## src/rtl/seg7s2p_rx.sv

```systemverilog
// rtl/seg7s2p_rx.sv - serial-to-parallel receiver for the 7-seg/LED P2S shift link
// Samples s_clk/sin/EN in the clk domain and assembles one DATA_BITS word per EN-low frame.

module seg7s2p_rx #(
  parameter int DATA_BITS       = 16,
  parameter int DATA_COUNT_BITS = 5,
  parameter bit DIR             = 1'b0
) (
  input  logic                 clk,
  input  logic                 rst,
  input  logic                 s_clk,
  input  logic                 sin,
  input  logic                 EN,
  output logic [DATA_BITS-1:0] PData,
  output logic                 data_valid,
  output logic                 frame_err,
  output logic                 busy
);

  localparam logic [DATA_COUNT_BITS-1:0] CNT_FULL = DATA_COUNT_BITS'(DATA_BITS);
  localparam logic [DATA_COUNT_BITS-1:0] CNT_SAT  = DATA_COUNT_BITS'(DATA_BITS + 1);
  localparam logic [DATA_COUNT_BITS-1:0] CNT_ONE  = DATA_COUNT_BITS'(1);

  typedef enum logic {IDLE, RECV} state_t;

  state_t                     state;
  state_t                     state_nxt;
  logic                       sclk_q, sclk_qq, sin_q, en_q, en_qq;
  logic                       sclk_rise, en_fall, en_rise;
  logic [DATA_COUNT_BITS-1:0] count, count_nxt;
  logic [DATA_BITS-1:0]       shift_reg, shift_nxt;
  logic                       word_done, word_bad;

  // Pins share the clk source domain, so one register stage plus a delayed copy suffices.
  always_ff @(posedge clk) begin
    if (rst) begin
      sclk_q  <= 1'b0;
      sclk_qq <= 1'b0;
      sin_q   <= 1'b0;
      en_q    <= 1'b0;
      en_qq   <= 1'b0;
    end else begin
      sclk_q  <= s_clk;
      sclk_qq <= sclk_q;
      sin_q   <= sin;
      en_q    <= EN;
      en_qq   <= en_q;
    end
  end

  assign sclk_rise = sclk_q & ~sclk_qq;
  assign en_fall   = ~en_q & en_qq;
  assign en_rise   = en_q & ~en_qq;

  // Shift/count as they would look after this cycle's s_clk edge, so a bit that
  // arrives together with EN rising is still counted into the frame.
  always_comb begin
    shift_nxt = shift_reg;
    count_nxt = count;
    if (sclk_rise) begin
      if (DIR) shift_nxt = {sin_q, shift_reg[DATA_BITS-1:1]};
      else     shift_nxt = {shift_reg[DATA_BITS-2:0], sin_q};
      if (count != CNT_SAT) count_nxt = count + CNT_ONE;
    end
  end

  always_ff @(posedge clk) begin
    if (rst) state <= IDLE;
    else     state <= state_nxt;
  end

  always_comb begin
    state_nxt = state;
    case (state)
      IDLE:    if (en_fall) state_nxt = RECV;
      RECV:    if (en_rise) state_nxt = IDLE;
      default: state_nxt = IDLE;
    endcase
  end

  always_comb begin
    busy      = (state == RECV);
    word_done = (state == RECV) && en_rise && (count_nxt == CNT_FULL);
    word_bad  = (state == RECV) && en_rise && (count_nxt != CNT_FULL);
  end

  always_ff @(posedge clk) begin
    if (rst) begin
      count      <= '0;
      shift_reg  <= '0;
      PData      <= '0;
      data_valid <= 1'b0;
      frame_err  <= 1'b0;
    end else begin
      data_valid <= word_done;
      frame_err  <= word_bad;
      case (state)
        IDLE: begin
          if (en_fall) begin
            count     <= '0;
            shift_reg <= '0;
          end
        end
        RECV: begin
          count     <= count_nxt;
          shift_reg <= shift_nxt;
          if (word_done) PData <= shift_nxt;
        end
        default: ;
      endcase
    end
  end

endmodule

```

## config.mk

```make
export PLATFORM = sky130hd
export DESIGN_NAME = seg7s2p_rx
export DESIGN_NICKNAME = d
export VERILOG_FILES = /design/src/rtl/seg7s2p_rx.sv
export SDC_FILE = /design/constraint.sdc
export NUM_CORES = 1
export LEC_CHECK = 0
export ABC_AREA = 1
export CAP_MARGIN = 10
export CORE_MARGIN = 2
export CORE_UTILIZATION = 40
export CTS_BUF_LIST = sky130_fd_sc_hd__clkbuf_4 sky130_fd_sc_hd__clkbuf_8
export CTS_CLUSTER_DIAMETER = 120
export CTS_CLUSTER_SIZE = 14
export DETAILED_ROUTE_END_ITERATION = 6
export PLACE_DENSITY = 0.63
export SLEW_MARGIN = 20
export SYNTH_ARGS = -nofsm -noshare
export SYNTH_HDL_FRONTEND = slang
export SYNTH_SLANG_ARGS = --single-unit
```

## constraint.sdc

```tcl
create_clock -name clk -period 2.46 [get_ports clk]
set_clock_uncertainty 0.1 [all_clocks]
set_input_delay 0.492 -clock clk [delete_from_list [all_inputs] [get_ports clk]]
set_output_delay 0.492 -clock clk [all_outputs]
set_load 0.02 [all_outputs]
```

-- After elaboration in Yosys (flattened, before gate mapping)
Index checks and enable logic that the tools add are counted.
- bitwise operators: 7
- add/subtract/negate cells: 1
- divide/modulo/power cells: 0
- magnitude comparators: 0
- multiplexer cells: 10
- equality and inequality tests: 4
- shift operators: 0
- multiply operators: 0
- reduce and logical (&&, ||, !) cells: 4
- operators by type and width (kind ; number):
    2-to-1 mux 16 bit ; 2
    one-hot mux 16 bit (2 select lines) ; 1
    2-to-1 mux 5 bit ; 3
    != test 5 bit, second input constant ; 2
    one-hot mux 5 bit (2 select lines) ; 1
    adder 5 x 1 -> 5 bit, second input constant ; 1
    == test 5 bit, second input constant ; 1
    inverter 1 bit ; 4
    bitwise AND 1 bit ; 3
    logical AND 1 bit ; 3
    2-to-1 mux 1 bit ; 2
    != test 2 bit, second input constant ; 1
    one-hot mux 1 bit (2 select lines) ; 1
    AND reduction 2 bit ; 1
- bits in read-only memories: 0
- logic and storage cells: 37
- bits in latches: 0
- memories: 0
- memory bits (writable): 0
- bits in registers: 45
- output and inout bits: 19

-- Depth between registers and ports, before layout
Gate-level depths: netlist of the first run.
- word-level depth: 6
- depth in mapped cells: 15
- gate-level depth less buffers: 14

-- Worst setup path after synthesis of the first run
Ideal clock, no wire load.
- path type: register to register
- start: reg count[1]
- end: reg PData[4]
- data arrival time: 1.520 ns
- path slack: 0.727 ns
- cell stages (with the launch flop): 14
- path buffers: 1
- cells stage by stage: dfxtp_1 inv_1 ha_1 nand2_1 clkinv_1 nand2_1 nand2_1 nand2_1 nand2_1 nor2_4 nand3_4 buf_2 nor2_1 nor2_1
- word-level cells in the longest chain between the ends: 6
- elaborated cells on any way between the ends: 7
- ends and longest elaborated chain (element ; line ; RTL):
    start: declaration ; 30 ; logic [DATA_COUNT_BITS-1:0] count, count_nxt;
    start signal: assignment ; 105 ; count <= count_nxt;
    adder 5 x 1 -> 5 bit or != test 5 bit (tied branches) ; 63 ; if (count != CNT_SAT) count_nxt = count + CNT_ONE;
    2-to-1 mux 5 bit ; 63 ;
    2-to-1 mux 5 bit * ; 60 ; if (sclk_rise) begin
    == test 5 bit * ; 83 ; word_done = (state == RECV) && en_rise && (count_nxt == CNT_FULL);
    logical AND 1 bit * ; 83 ;
    AND reduction 2 bit (no source line) * ; n/a ;
    end signal: assignment ; 107 ; if (word_done) PData <= shift_nxt;
    end: declaration ; 14 ; output logic [DATA_BITS-1:0] PData,
Every way passes the cells marked *; elsewhere a longest branch is shown, timed or not.
A chain may end at the register's enable or synchronous reset.

-- Final worst setup path of the first run
- start: reg count[1]
- end: reg PData[8]
The elaborated chain is that of the path after synthesis.

==> results of run 1 <==
power by group:
| group | internal (W) | total [W] | switching (W) |
|---|---|---|---|
| clock network | 0.000234 | 0.000461 | 0.000227 |
| logic | 0.0000238 | 0.0000715 | 0.0000477 |
| registers | 0.000733 | 0.000738 | 0.00000462 |
| total | 0.000991 | 0.00127 | 0.000280 |
final cells by class:
cell class | instances | area share
repair buffers | 27 | 0.114
flip-flops and latches | 45 | 0.376
clock buffers | 7 | 0.0376
multi-input cells | 211 | 0.386
well taps | 67 | 0.0350
inverters | 33 | 0.0517
through the flow:
stage / util / hold WS, ns / area, um^2 / std cells / power, W
floorplan: - / 0.339 / 2030 / 303 / 0.000802
global placement: 0.479 / 0.351 / 2310 / 383 / 0.000826
detailed placement: 0.479 / 0.354 / 2310 / 383 / 0.000827
CTS: 0.497 / 0.366 / 2400 / 390 / 0.00129
global route: 0.497 / 0.385 / 2400 / 390 / 0.00132
finish: 0.497 / 0.366 / 2400 / 390 / 0.00127
synthesized netlist by cell type (2+ instances only):
cell and instances:
clkbuf_1 5, a21oi_1 22, buf_6 3, dfxtp_1 45
nor2_1 43, ha_1 2, buf_1 3, nand3_1 8
inv_2 3, nand2_1 118, buf_2 3, inv_1 28
o21ai_0 8, clkinv_1 2
worst max-delay path, stage by stage (launching register included):
cell and delay, ns:
dfxtp_1 0.37, inv_1 0.07, ha_1 0.18, nand2_1 0.07, clkinv_1 0.07, nand2_1 0.10, nand2_1 0.08, nand2_1 0.06
nand2_1 0.09, nor2_4 0.15, nand3_4 0.29, nand2_1 0.16, nand2_1 0.06, nor2_1 0.10
cell usage in the layout (no fill, tap or decap), drive strengths merged:
master and count:
a21oi 22, a22oi 1, buf 4, clkbuf 7
clkdlybuf4s50 23, clkinv 2, dfxtp 45, ha 2
inv 31, mux2i 1, nand2 119, nand3 9
nand3b 1, nand4 1, nor2 45, nor3b 1
o21ai 8, o21bai 1
path summary, 6_finish.rpt:
kind / from / to / slack [ns] / depth (start not counted)
setup / recovery: count[1]$_SDFFE_PP0P_ / PData[8]$_SDFFE_PP0P_ / 0.44 / 13
hold / removal: shift_reg[12]$_SDFFE_PP0P_ / shift_reg[12]$_SDFFE_PP0P_ / 0.37 / 2
setup reg to reg: count[1]$_SDFFE_PP0P_ / PData[8]$_SDFFE_PP0P_ / 0.44 / 13
hold reg to reg: shift_reg[12]$_SDFFE_PP0P_ / shift_reg[12]$_SDFFE_PP0P_ / 0.37 / 2
layer usage:
metal,up-vias,GRT usage
li1,960,-
met1,775,0.205
met2,32,0.253
met3,4,0.0442
met4,0,0.0721
met5,-,0
logic make-up (layout without fill, tap and decap cells):
group / Yosys count / count (layout) / synth area share
AO/OA/AOI/OAI: 32 / 32 / 0.0833
adder cells (fa/ha/maj): 2 / 2 / 0.0123
buffers and inverters: 47 / 67 / 0.0999
flip-flops: 45 / 45 / 0.444
multiplexers: 1 / 1 / 0.00494
AND/OR/NAND/NOR: 176 / 176 / 0.355
==> results.toml, run 1 <==
[status]
status = "completed"

[global_route]
overflow = 0
antenna_found_initial = 0
grt_max_degree = 34
grt_pass1_wl_um = 6890
grt_pass1_vias = 1585
global_route.usage.total = 0.160

[layout]
area_growth_pct = 18.1
fillers = 508
layout-drive-gt1-share = 0.0588
seq_area_um2 = 901
multi_input_area_um2 = 925
antennaDiodeCount = 0
nets = 330

[sta]
tightest_slew_ns = 0.609
finalCritPeriodShare = 0.820
min_period_ns = 2.02
hold_viol = 0
rsz0062_at_grt = "false"
worst_slack_ns = 0.442
max_freq_mhz = 496
tns_ns = 0
setup_viol = 0
relSlewSlack = 0.594
finalMaxSlewViolations = 0

[drt]
ant_nets = 0
highest_layer = "met4"
route.met2.wl_um = 1730
wl_met1_um = 2000
avgViaCountPerCell = 4.54
dr.pass1.iters = 5
wl_per_cell_um = 9.98
dr_wl_met3_um = 114
remaining_drc_errors = 0
route.vias.total = 1771
routed_wl_um = 3890
dr.first_iter.drc_count = 128

[logic_synthesis]
syn_area_mm2 = 0.00203
ys_warn_count = 0
netlist_instances = 303
synth-edff-count = 0
syn_nets = 310
async_reset_ff_frac = 0
synth.area.top_cells = "dfxtp_1, nand2_1, nor2_1, a21oi_1, inv_1"
ys_seq_area_frac = 0.444
syn_avg_cell_area_um2 = 6.69
synth_top_cell_by_area = "dfxtp_1"
synth-main-ff-cell = "dfxtp_1"
ys_types = 24
synth_top_cell_area_share = 0.444
ys_ff_latch = 45

[setup_path]
critPathCaptureType = "flip-flop"
crit_required_ns = 2.59
cp_max_fo = 33
cp-start-kind = "flip-flop"
cp.arrival_ns = 2.14
critical_path_class = "reg2reg"

[clocking]
cts_made_buffers = 5
post_cts_buffers = 0
clk_path_buf_depth = 2
cts_tree = "yes"
cts_resized = 0
clock_latency_ns = 0.29
h-tree-depth = 2
postCtsHoldBufs = 0
cts_num_sinks = 45
path_clk_slew_ns = 0.08
ctsRootBufferMaster = "clkbuf_8"

[power]
p_leak_nw = 1.08
power_density_mw_per_mm2 = 530
vdd_drop_max_uv = 337

[floorplanning]
die_height_um = 75.2
io_pins = 24
row_count = 25
dieWidth_um = 75.2
start_util = 0.421
die_area_mm2 = 0.00566
core-area_mm2 = 0.00482

[run]
cap_violations = 0

[placement]
gp_congestion = 0.823
io_buffers = 23
post-place-ws_ns = 0.434
dp_hpwl_um = 2550

[hold_path]
hp-class = "reg2reg"
(Power assumes the default switching activity.)
==> run 2: changes to the inputs <==
PLACE_DENSITY = 0.66   (was 0.63)
clock period = 1.7 ns   (was 2.46 ns; I/O delays follow)
==> run 2 against run 1 <==
Effect of this change:
- the run now ends with setup timing left
- core utilization rose by 9.1 points
- via count rose by 7.5%
- final cell count is 5.1% higher
- sequential cell count stayed put
- combinational power grew 83%
- global-route usage increased by 0.20 points
- total power grew 69%
- clock power grew 110%
- worst setup slack got worse by 0.66 ns
- fmax is 5.3% higher
- first-iteration DRC count is 52% higher
- clock-buffer cell count down 2
- critical path type unchanged
- critical endpoint is now PData[12]$_SDFFE_PP0P_
==> results.toml, run 2 (synthesis results as in run 1) <==
[power]
p_leak_nw = 1.55
p_comb_frac = 0.061
p_sw_w = 0.000454
p_int_w = 0.00169
p_sw_frac = 0.211
power_density_mw_per_mm2 = 759
vdd_drop_max_uv = 531
pwr-share-seq = 0.496
power.total_w = 0.00215
pwr-share-clk = 0.442

[clocking]
ctsRootBufferMaster = "clkbuf_8"
h-tree-depth = 2
cts_num_sinks = 45
clk_path_buf_depth = 2
postCtsHoldBufs = 0
cts_made_buffers = 5
cts_tree = "yes"
clock_latency_ns = 0.30
path_clk_slew_ns = 0.08

[floorplanning]
io_pins = 24
dieWidth_um = 75.2
core-area_mm2 = 0.00482
die_height_um = 75.2
row_count = 25
die_area_mm2 = 0.00566
start_util = 0.421

[sta]
setup_viol = 17
hold_viol = 0
finalMaxSlewViolations = 0
max_freq_mhz = 522
rsz0062_at_grt = "true"
worst_slack_ns = -0.217
finalCritPeriodShare = 1.13
relSlewSlack = 0.754
min_period_ns = 1.92
tightest_slew_ns = 0.369

[hold_path]
hp-class = "reg2reg"
holdPathStages = 2
holdPathEnd = "shift_reg[15]$_SDFFE_PP0P_"
worstHoldStart = "shift_reg[15]$_SDFFE_PP0P_"

[placement]
io_buffers = 23
post-place-ws_ns = -0.116
placed_cell_area_mm2 = 0.00238
dp_hpwl_um = 2740
gp_congestion = 0.867
placed_cells = 393

[drt]
remaining_drc_errors = 0
ant_nets = 0
route.vias.total = 1904
dr_wl_met3_um = 236
dr.pass1.iters = 4
routed_wl_um = 4860
highest_layer = "met4"
wl_per_cell_um = 11.9
wl_met1_um = 2190
route.met2.wl_um = 2360
dr.first_iter.drc_count = 194
avgViaCountPerCell = 4.64

[layout]
layout-drive-gt1-share = 0.207
nets = 349
final_cell_area_mm2 = 0.00283
area_growth_pct = 39.7
fin_util = 0.588
antennaDiodeCount = 0
fillers = 455
fin_cells = 410
final_common_cell = "nand2_1"
layout_common_cells = "nand2_1, dfxtp_1, nor2_1, inv_1, a21oi_1"

[setup_path]
r2r_slack_ns = -0.22
crit_required_ns = 1.84
critical_path_class = "reg2reg"
critPathCaptureType = "flip-flop"
reg2reg_to = "PData[12]$_SDFFE_PP0P_"
cp_max_fo = 8
rr_worst_depth = 14
cp.arrival_ns = 2.06
cp-start-kind = "flip-flop"
reg2reg_from = "count[0]$_SDFFE_PP0P_"

[status]
violations = "setup timing"
status = "complete, but fails checks"

[global_route]
overflow = 0
antenna_found_initial = 0
grt_pass1_wl_um = 7000
grt_max_degree = 34
global_route.usage.total = 0.162
grt_pass1_vias = 1546

[run]
cap_violations = 0
[run 2: through the flow]
stage               setup TNS (ns)  hold WS (ns)
floorplan                        0         0.339
global placement            -0.704         0.350
detailed placement           -1.59         0.354
CTS                         -0.547         0.367
global route                 -4.45         0.380
finish                       -2.74         0.364
[run 2: worst max-delay path, cell delays in order (launching register included)]
cell,delay [ns]
dfxtp_4,0.40
ha_4,0.15
nand2_4,0.06
inv_4,0.07
nand2_4,0.07
nand2_4,0.10
nand2_4,0.06
nand2_2,0.07
nand2_2,0.07
nor2_4,0.13
nand3_4,0.16
clkbuf_16,0.21
nand2_2,0.05
nand2_1,0.06
nor2_1,0.11
[run 2: power groups by stage]
stage / clock network, W / registers (W) / logic [W]
after CTS: 0.000974 / 0.00107 / 0.000114
after global placement: 0 / 0.00109 / 0.000111
after global routing: 0.00102 / 0.00107 / 0.000142
after detailed placement: 0 / 0.00109 / 0.000112
final: 0.000951 / 0.00107 / 0.000131
after floorplan: 0 / 0.00109 / 0.0000683
[run 2: cell type report]
type,count,area (um^2),area share
Timing Repair Buffer,46,510,0.180
Multi-Input combinational cell,211,1070,0.378
Clock inverter,3,65.1,0.0230
Inverter,33,129,0.0455
Clock buffer,5,68.8,0.0243
Sequential cell,45,906,0.320
Tap cell,67,83.8,0.0296
[run 2: worst max path at each step]
stage	to	cells after the start	from	slack [ns]
after global routing	PData[12]$_SDFFE_PP0P_	14	count[0]$_SDFFE_PP0P_	-0.31
after global placement	PData[1]$_SDFFE_PP0P_	13	count[0]$_SDFFE_PP0P_	-0.09
after floorplan	PData[13]$_SDFFE_PP0P_	13	count[1]$_SDFFE_PP0P_	0.002
after detailed placement	PData[6]$_SDFFE_PP0P_	13	count[0]$_SDFFE_PP0P_	-0.12
after CTS	PData[3]$_SDFFE_PP0P_	13	count[1]$_SDFFE_PP0P_	-0.05
final	PData[12]$_SDFFE_PP0P_	14	count[0]$_SDFFE_PP0P_	-0.22
[run 2: what timing repair did]
action	4_1_cts	5_1_grt
gates cloned	0	4
endpoints found under the setup margin	18	33
pin swaps	1	11
resized for setup	9	53
hold endpoints to repair	0	0
buffers inserted	1	4
[run 2: per-layer routing]
| layer | track usage | vias to the layer above |
|---|---|---|
| met5 | 0 | - |
| met4 | 0.0604 | 0 |
| met3 | 0.0375 | 7 |
| met2 | 0.251 | 58 |
| met1 | 0.221 | 842 |
| li1 | - | 997 |
